[config.mk]
export PLATFORM = sky130hd
export DESIGN_NAME = rep_str_seq
export DESIGN_NICKNAME = d
export VERILOG_FILES = /design/src/rtl/rep_str_seq.sv
export SDC_FILE = /design/constraint.sdc
export NUM_CORES = 1
export LEC_CHECK = 0
export BUFFER_PORTS_ARGS = -buffer_cell sky130_fd_sc_hd__buf_4
export CAP_MARGIN = 20
export CORE_UTILIZATION = 45
export CTS_CLUSTER_DIAMETER = 150
export CTS_CLUSTER_SIZE = 40
export DETAILED_ROUTE_END_ITERATION = 8
export PLACE_DENSITY_LB_ADDON = 0.2
export SLEW_MARGIN = 20
export SYNTH_ARGS = -nofsm -noshare
export SYNTH_HDL_FRONTEND = slang
export SYNTH_SLANG_ARGS = --single-unit
[constraint.sdc]
create_clock -name clk -period 4.9 [get_ports clk]
set_clock_uncertainty 0.1 [all_clocks]
set_input_delay 0.98 -clock clk [delete_from_list [all_inputs] [get_ports clk]]
set_output_delay 0.98 -clock clk [all_outputs]
set_load 0.02 [all_outputs]
[src/rtl/rep_str_seq.sv]
// rep_str_seq -- sequencer for x86 string instructions (MOVS/STOS/LODS) with
// optional REP prefix. It latches ESI/EDI/ECX and DF at instruction entry,
// issues one element transfer at a time, steps the pointers and the count,
// and pulses done when the sequence completes.
//
// Ports:
//   clk, rst        clock (rising edge) and asynchronous active-high reset
//   valid_in        decoded instruction present at execute entry
//   str_op[1:0]     00 none, 01 MOVS, 10 STOS, 11 LODS
//   is_rep          REP prefix present
//   ecx_in/esi_in/edi_in[31:0]  architectural registers at instruction entry
//   DF_in           direction flag (0 increment, 1 decrement)
//   flush           abort any sequence, return to IDLE without done
//   mem_ack         memory finished the current element transfer
//   iter_valid      one-cycle request for one element transfer
//   esi_out/edi_out/ecx_out[31:0]  current pointer/count registers
//   alu2_op[3:0]    op code for the downstream ALU2 stage
//   stall           hold the upstream pipeline
//   done            one-cycle completion pulse
//   o_dbg_state[1:0] current FSM state (0 IDLE, 1 ITER, 2 WAIT, 3 DONE)
//
// Handshake: iter_valid is a one-cycle request raised in ITER; the sequencer
// then waits in WAIT for mem_ack, which may arrive in the very first WAIT
// cycle. mem_ack in any other state is ignored.
module rep_str_seq (
  input  logic        clk,
  input  logic        rst,
  input  logic        valid_in,
  input  logic [1:0]  str_op,
  input  logic        is_rep,
  input  logic [31:0] ecx_in,
  input  logic [31:0] esi_in,
  input  logic [31:0] edi_in,
  input  logic        DF_in,
  input  logic        flush,
  input  logic        mem_ack,
  output logic        iter_valid,
  output logic [31:0] esi_out,
  output logic [31:0] edi_out,
  output logic [31:0] ecx_out,
  output logic [3:0]  alu2_op,
  output logic        stall,
  output logic        done,
  output logic [1:0]  o_dbg_state
);

  localparam logic [1:0] OP_MOVS = 2'b01;
  localparam logic [1:0] OP_STOS = 2'b10;
  localparam logic [1:0] OP_LODS = 2'b11;

  typedef enum logic [1:0] {
    S_IDLE = 2'd0,
    S_ITER = 2'd1,
    S_WAIT = 2'd2,
    S_DONE = 2'd3
  } state_t;

  state_t      r_state;
  state_t      w_next;
  logic [31:0] r_esi;
  logic [31:0] r_edi;
  logic [31:0] r_ecx;
  logic        r_df;
  logic        r_rep;
  logic [1:0]  r_op;

  logic        w_load;
  logic        w_ack;
  logic [31:0] w_step;
  logic [31:0] w_esi_next;
  logic [31:0] w_edi_next;
  logic [31:0] w_ecx_next;

  // Flush blocks both a new load and an element completion.
  assign w_load = (r_state == S_IDLE) && valid_in && (str_op != 2'b00) && !flush;
  assign w_ack  = (r_state == S_WAIT) && mem_ack && !flush;

  // -4 is the two's-complement constant; 32-bit adds wrap naturally.
  assign w_step     = r_df ? 32'hFFFF_FFFC : 32'd4;
  assign w_esi_next = ((r_op == OP_MOVS) || (r_op == OP_LODS)) ? r_esi + w_step : r_esi;
  assign w_edi_next = ((r_op == OP_MOVS) || (r_op == OP_STOS)) ? r_edi + w_step : r_edi;
  assign w_ecx_next = r_rep ? r_ecx - 32'd1 : r_ecx;

  always_ff @(posedge clk or posedge rst) begin
    if (rst) begin
      r_state <= S_IDLE;
    end else begin
      r_state <= w_next;
    end
  end

  always_comb begin
    w_next = r_state;
    if (flush) begin
      w_next = S_IDLE;
    end else begin
      case (r_state)
        S_IDLE: begin
          if (w_load) begin
            // REP with a zero count completes without touching memory.
            w_next = (is_rep && (ecx_in == 32'd0)) ? S_DONE : S_ITER;
          end
        end
        S_ITER: w_next = S_WAIT;
        S_WAIT: begin
          if (w_ack) begin
            w_next = (!r_rep || (w_ecx_next == 32'd0)) ? S_DONE : S_ITER;
          end
        end
        S_DONE: w_next = S_IDLE;
        default: w_next = S_IDLE;
      endcase
    end
  end

  always_ff @(posedge clk or posedge rst) begin
    if (rst) begin
      r_esi <= 32'd0;
      r_edi <= 32'd0;
      r_ecx <= 32'd0;
      r_df  <= 1'b0;
      r_rep <= 1'b0;
      r_op  <= 2'b00;
    end else if (w_load) begin
      r_esi <= esi_in;
      r_edi <= edi_in;
      r_ecx <= ecx_in;
      r_df  <= DF_in;
      r_rep <= is_rep;
      r_op  <= str_op;
    end else if (w_ack) begin
      r_esi <= w_esi_next;
      r_edi <= w_edi_next;
      r_ecx <= w_ecx_next;
    end
  end

  assign iter_valid  = (r_state == S_ITER);
  assign stall       = (r_state == S_ITER) || (r_state == S_WAIT);
  assign alu2_op     = stall ? 4'b0101 : 4'b0000;
  // A flush arriving in DONE suppresses the completion pulse.
  assign done        = (r_state == S_DONE) && !flush;
  assign esi_out     = r_esi;
  assign edi_out     = r_edi;
  assign ecx_out     = r_ecx;
  assign o_dbg_state = r_state;

endmodule

**After elaboration in Yosys (flattened, before gate mapping)**

Cells that the tools add are included.

- Reduce and logical (&&, ||, !) cells: 23
- Add/sub/neg operators: 3
- Magnitude comparators: 0
- Bitwise gates (word level): 0
- Equal/unequal tests: 8
- Shifts and indexed selects: 0
- Multiply operators: 0
- Divide/modulo/power cells: 0
- Multiplexer cells: 17

Operator list:

| kind | number |
|---|---|
| 32-bit 2-to-1 mux | 10 |
| 32-bit adder | 2 |
| 32-bit zero test | 2 |
| 32-bit by 1-bit subtractor with 32-bit output (second input constant) | 1 |
| 2-bit 2-to-1 mux | 5 |
| 2-bit equality test (second input constant) | 4 |
| 2-bit one-hot mux with 4 select lines | 1 |
| 2-bit nonzero test | 4 |
| 1-bit logical AND | 7 |
| 3-bit != test (second input constant) | 2 |
| 2-bit AND reduction | 3 |
| 2-bit by 1-bit equality test with 1-bit output (second input constant) | 2 |
| 1-bit logical OR | 4 |
| 3-bit 2-to-1 mux | 1 |
| 1-bit zero test | 2 |
| 2-bit zero test | 1 |

- Memories: 0
- Memory bits (writable): 0
- Bits in registers: 102
- Output and inout port bits: 105
- ROM bits: 0
- Word-level logic and storage cells: 58
- Input port bits: 105
- Latch bits: 0

**Longest topological paths before layout**

- Word-level depth: 8
- Depth in mapped cells: 14
- Gate-level depth less buffers: 12

**Worst setup path after synthesis**

OpenSTA, ideal clock, no wires.

- Path type: reg2reg
- From: register r_df
- To: register r_edi[30] (netlist: edi_out[30])
- Setup time: 0.083 ns
- Clock period less this slack: 3.867 ns
- Data required time: 4.717 ns
- Setup slack: 1.033 ns
- Cell stages (with the launch flop): 12
- Arrival: 3.684 ns
- Buffers on the path: 0
- Path through: dfrtp_1 -> ha_1 -> a21o_1 -> a21oi_1 -> nor2b_1 -> or3b_2 -> o221ai_1 -> o221ai_1 -> o41ai_1 -> o21ai_0 -> xnor2_1 -> o21ai_0

- Longest elaborated chain between the ends: 5

Ends and longest elaborated chain:

| what | RTL line | text |
|---|---|---|
| start, declared | 63 | `logic r_df;` |
| start signal, assigned | 128 | `r_df <= DF_in;` |
| 32-bit 2-to-1 mux | 79 | `assign w_step = r_df ? 32'hFFFF_FFFC : 32'd4;` |
| 32-bit adder | 81 | `assign w_edi_next = ((r_op == OP_MOVS) \|\| (r_op == OP_STOS)) ? r_edi + w_step : r_edi;` |
| 32-bit 2-to-1 mux | 81 |  |
| 32-bit 2-to-1 mux | 131 | `end else if (w_ack) begin` |
| 32-bit 2-to-1 mux | 124 | `end else if (w_load) begin` |
| end signal, assigned | 126 | `r_edi <= edi_in;` |
| end signal, assigned | 133 | `r_edi <= w_edi_next;` |
| end, declared | 61 | `logic [31:0] r_edi;` |

Every way passes these cells. The select of a mux whose other input is x is not followed.
A chain may end at the register's enable or synchronous reset.

**Worst setup path in the final report**

Ends and elaborated chain as after synthesis.

==> impl_metrics.yaml <==
worst_hold_path:
  min_path_type: "flop to flop"
  hold_end: "esi_out[1]"
  hold_start: "esi_out[1]"
  whs_path_depth: 2
timing:
  hold_viol: 0
  relSlewSlack_pct: 42.7
  setup_ws_ns: 0.986
  period_share_pct: 79.9
  finalSetupViolCount: 0
  fmax_mhz: 255
  fin_crit_ns: 3.91
  rsz0062_at_grt: "no"
  worstMarginPinSlew_ns: 0.858
  setup-tns-final_ns: 0
  slew_violations: 0
placed_design:
  dp_slack_ns: 1.09
  gp_congestion: 0.870
  io_buffers: 207
  place_hpwl_mm: 17.7
final_layout:
  n_fill_cell: 1700
  syn_to_final_growth_pct: 25.1
  fin_util_pct: 57.4
  seq_area_mm2: 0.00255
  multi_input_area_mm2: 0.00537
  nets: 1378
  antenna_cells: 0
  layout-drive-gt1-share_pct: 21.4
run:
  max-cap-violations: 0
setup_path:
  worst_setup_path_start_kind: "flop"
  r2r_cells: 12
  cpLargestDelayFamily: "compound AO/OA/AOI/OAI gates"
  cp.arrival_ns: 4.09
  cp.required_ns: 5.07
  r2r_end: "edi_out[30]"
  r2r_start: "r_df"
  worstSetupPathType: "flop to flop"
  worst-path-buf-inv: 1
  r2r_setup_slack_ns: 0.99
  cp_slowest_cell: "dfrtp_2"
  cp_max_fo: 25
  worstPathCellList: "inv_1 > fa_1 > nor2b_1 > o31a_1 > o31ai_1 > a21oi_1 > o221ai_1 > o221ai_1 > o41ai_1 > o21ai_0 > xnor2_1 > o21ai_0"
  critical_path.endpoint_type: "flop"
  max_stage_delay_ns: 0.62
yosys:
  synth_seq_cells: 102
  synth_compound_area_share_pct: 25.7
  synth_top_family_by_area: "compound AO/OA/AOI/OAI gates"
  yosys-top-cells-count: "nand2_1 (136), o21ai_0 (104), dfrtp_1 (102)"
  syn_area_per_cell_um2: 7.99
  yosysUniqueCellTypes: 65
  synth_fa_ha_area_share_pct: 10.2
  synth_xor_area_share_pct: 5.66
  muxShareOfSynthArea_pct: 1.25
  synth_most_common_cell: "nand2_1"
  synthTopCellsByArea: "dfrtp_1 (31%), ha_1 (9.8%), o21ai_0 (6.3%)"
  synthSimpleGateAreaFrac_pct: 22.3
  ys.flop_type: "dfrtp_1"
  synth_top_area_share_pct: 31.1
  netlist_instances: 1027
  synth_async_sr_flop_share_pct: 100
  syn_area_mm2: 0.00821
  yosysSeqAreaShare_pct: 31.1
  synth-edff-count: 0
  yosys_warnings: 0
  synth_top_area_cell: "dfrtp_1"
outcome:
  status: "finished, final reports clean"
drt:
  first_iter_violations: 560
  drt_wl_total_mm: 24.1
  drc_errors: 0
  drtAntennaViolNets: 0
  drt-pass1-iter-count: 5
  viasPerCell: 5.79
  drt-wirelength-per-cell_um: 16.8
  via_count: 8340
clock_tree:
  cts_made_buffers: 9
  clk_latency_ns: 0.36
  clock-sinks: 102
  htree_num_levels: 3
  cts.repair.resized: 0
  clk_path_buf_depth: 2
  ctsHoldBuffers: 0
  root_buffer: "clkbuf_16"
  cts_tree: "done"
  clkTransAtPathRegs_ns: 0.07
  cts_setup_buffers: 0
grt:
  antenna_found_initial: 0
  grt_usage_pct: 25.9
  grt_pass1_wl_mm: 38.4
  grt_overflow: 0
  grt_max_degree: 76
  grt_pass1_vias: 7644
pwr:
  p_leak_uw: 0.00475
  p_per_area_mw_per_mm2: 770
  peakVddDrop_uv: 319
floorplanning:
  die_area_mm2: 0.0188
  start_util_pct: 45.8
  num_rows: 49
  ioPinCount: 210
  dieWidth_um: 137
  die_y_um: 137
  coreArea_mm2: 0.0179
## area by class of cell
class	count	area share (%)
repair buffers	220	16.3
well taps	229	2.79
inverters	23	0.865
flip-flops and latches	102	24.9
clock buffers	9	2.19
clock inverters	7	0.731
multi-input cells	851	52.3
## cells in the final DEF, fill, tap and decap left out, types with 6 or more instances in the layout
master / n
a211oi_1: 8
a21o_1: 25
a21oi_1: 96
a221o_1: 22
a22oi_1: 14
a31oi_1: 14
buf_4: 219
clkbuf_16: 9
dfrtp_1: 101
ha_1: 64
inv_1: 22
mux2i_1: 8
nand2_1: 136
nand2b_1: 8
nand3_1: 20
nand4_1: 9
nor2_1: 96
nor2b_1: 15
nor3_1: 30
nor4_1: 17
o211ai_1: 11
o21a_1: 8
o21ai_0: 104
o31ai_1: 6
or3_1: 11
xnor2_1: 38
xor2_1: 15
## worst max-delay path by stage
stage / start / slack (ns) / depth (start not counted) / end
6_report: r_df / 0.99 / 12 / edi_out[30]
5_1_grt: r_df / 0.54 / 12 / edi_out[30]
4_1_cts: r_df / 1.05 / 12 / edi_out[30]
3_5_place_dp: r_df / 1.09 / 12 / edi_out[30]
3_3_place_gp: r_df / 1.18 / 12 / esi_out[30]
2_1_floorplan: r_df / 1.03 / 11 / edi_out[30]
## metal layers
| layer | global-route usage (%) | vias to the layer above | routed length, um |
|---|---|---|---|
| met5 | 0 | - | 0 |
| met4 | 8.73 | 0 | 515 |
| met3 | 2.63 | 36 | 1330 |
| met2 | 41.9 | 273 | 11100 |
| met1 | 35.8 | 3906 | 11200 |
| li1 | - | 4125 | - |
## tightest hold or removal path: cells and delay by family, from the launching register on
kind	cells	cell delay, ns
DFF	1	0.34
and+or+nand+nor	2	0.11
## kinds of logic after synthesis
group | Yosys count
and+or+nand+nor | 381
AOI/OAI and AO/OA | 339
DFF | 102
buffers and inverters | 75
adders and majority gates | 66
xor gates and xnor gates | 53
muxes | 10
other | 1
## sequential cells by signal (all words and copies together), names as in the netlist
name / cells
r_df: 1
esi_out: 32
o_dbg_state: 2
edi_out: 32
r_rep: 1
ecx_out: 32
r_op: 2
## metrics by stage
stage               area [um^2]  power (uW)  std cells  hold slack (ns)
finish                    10300        7900       1441            0.377
global route              10300        8600       1441            0.405
CTS                       10200        7900       1440            0.383
detailed placement         9940        7110       1424            0.364
global placement           9940        7030       1424            0.361
floorplan                  8210        5560       1028            0.381
## power by group
group | switching (uW) | leakage (uW) | internal [uW]
clock network | 353 | 0.000138 | 398
registers | 574 | 0.00125 | 1230
logic | 3000 | 0.00336 | 2350
Power figures use the tool's default switching activity.
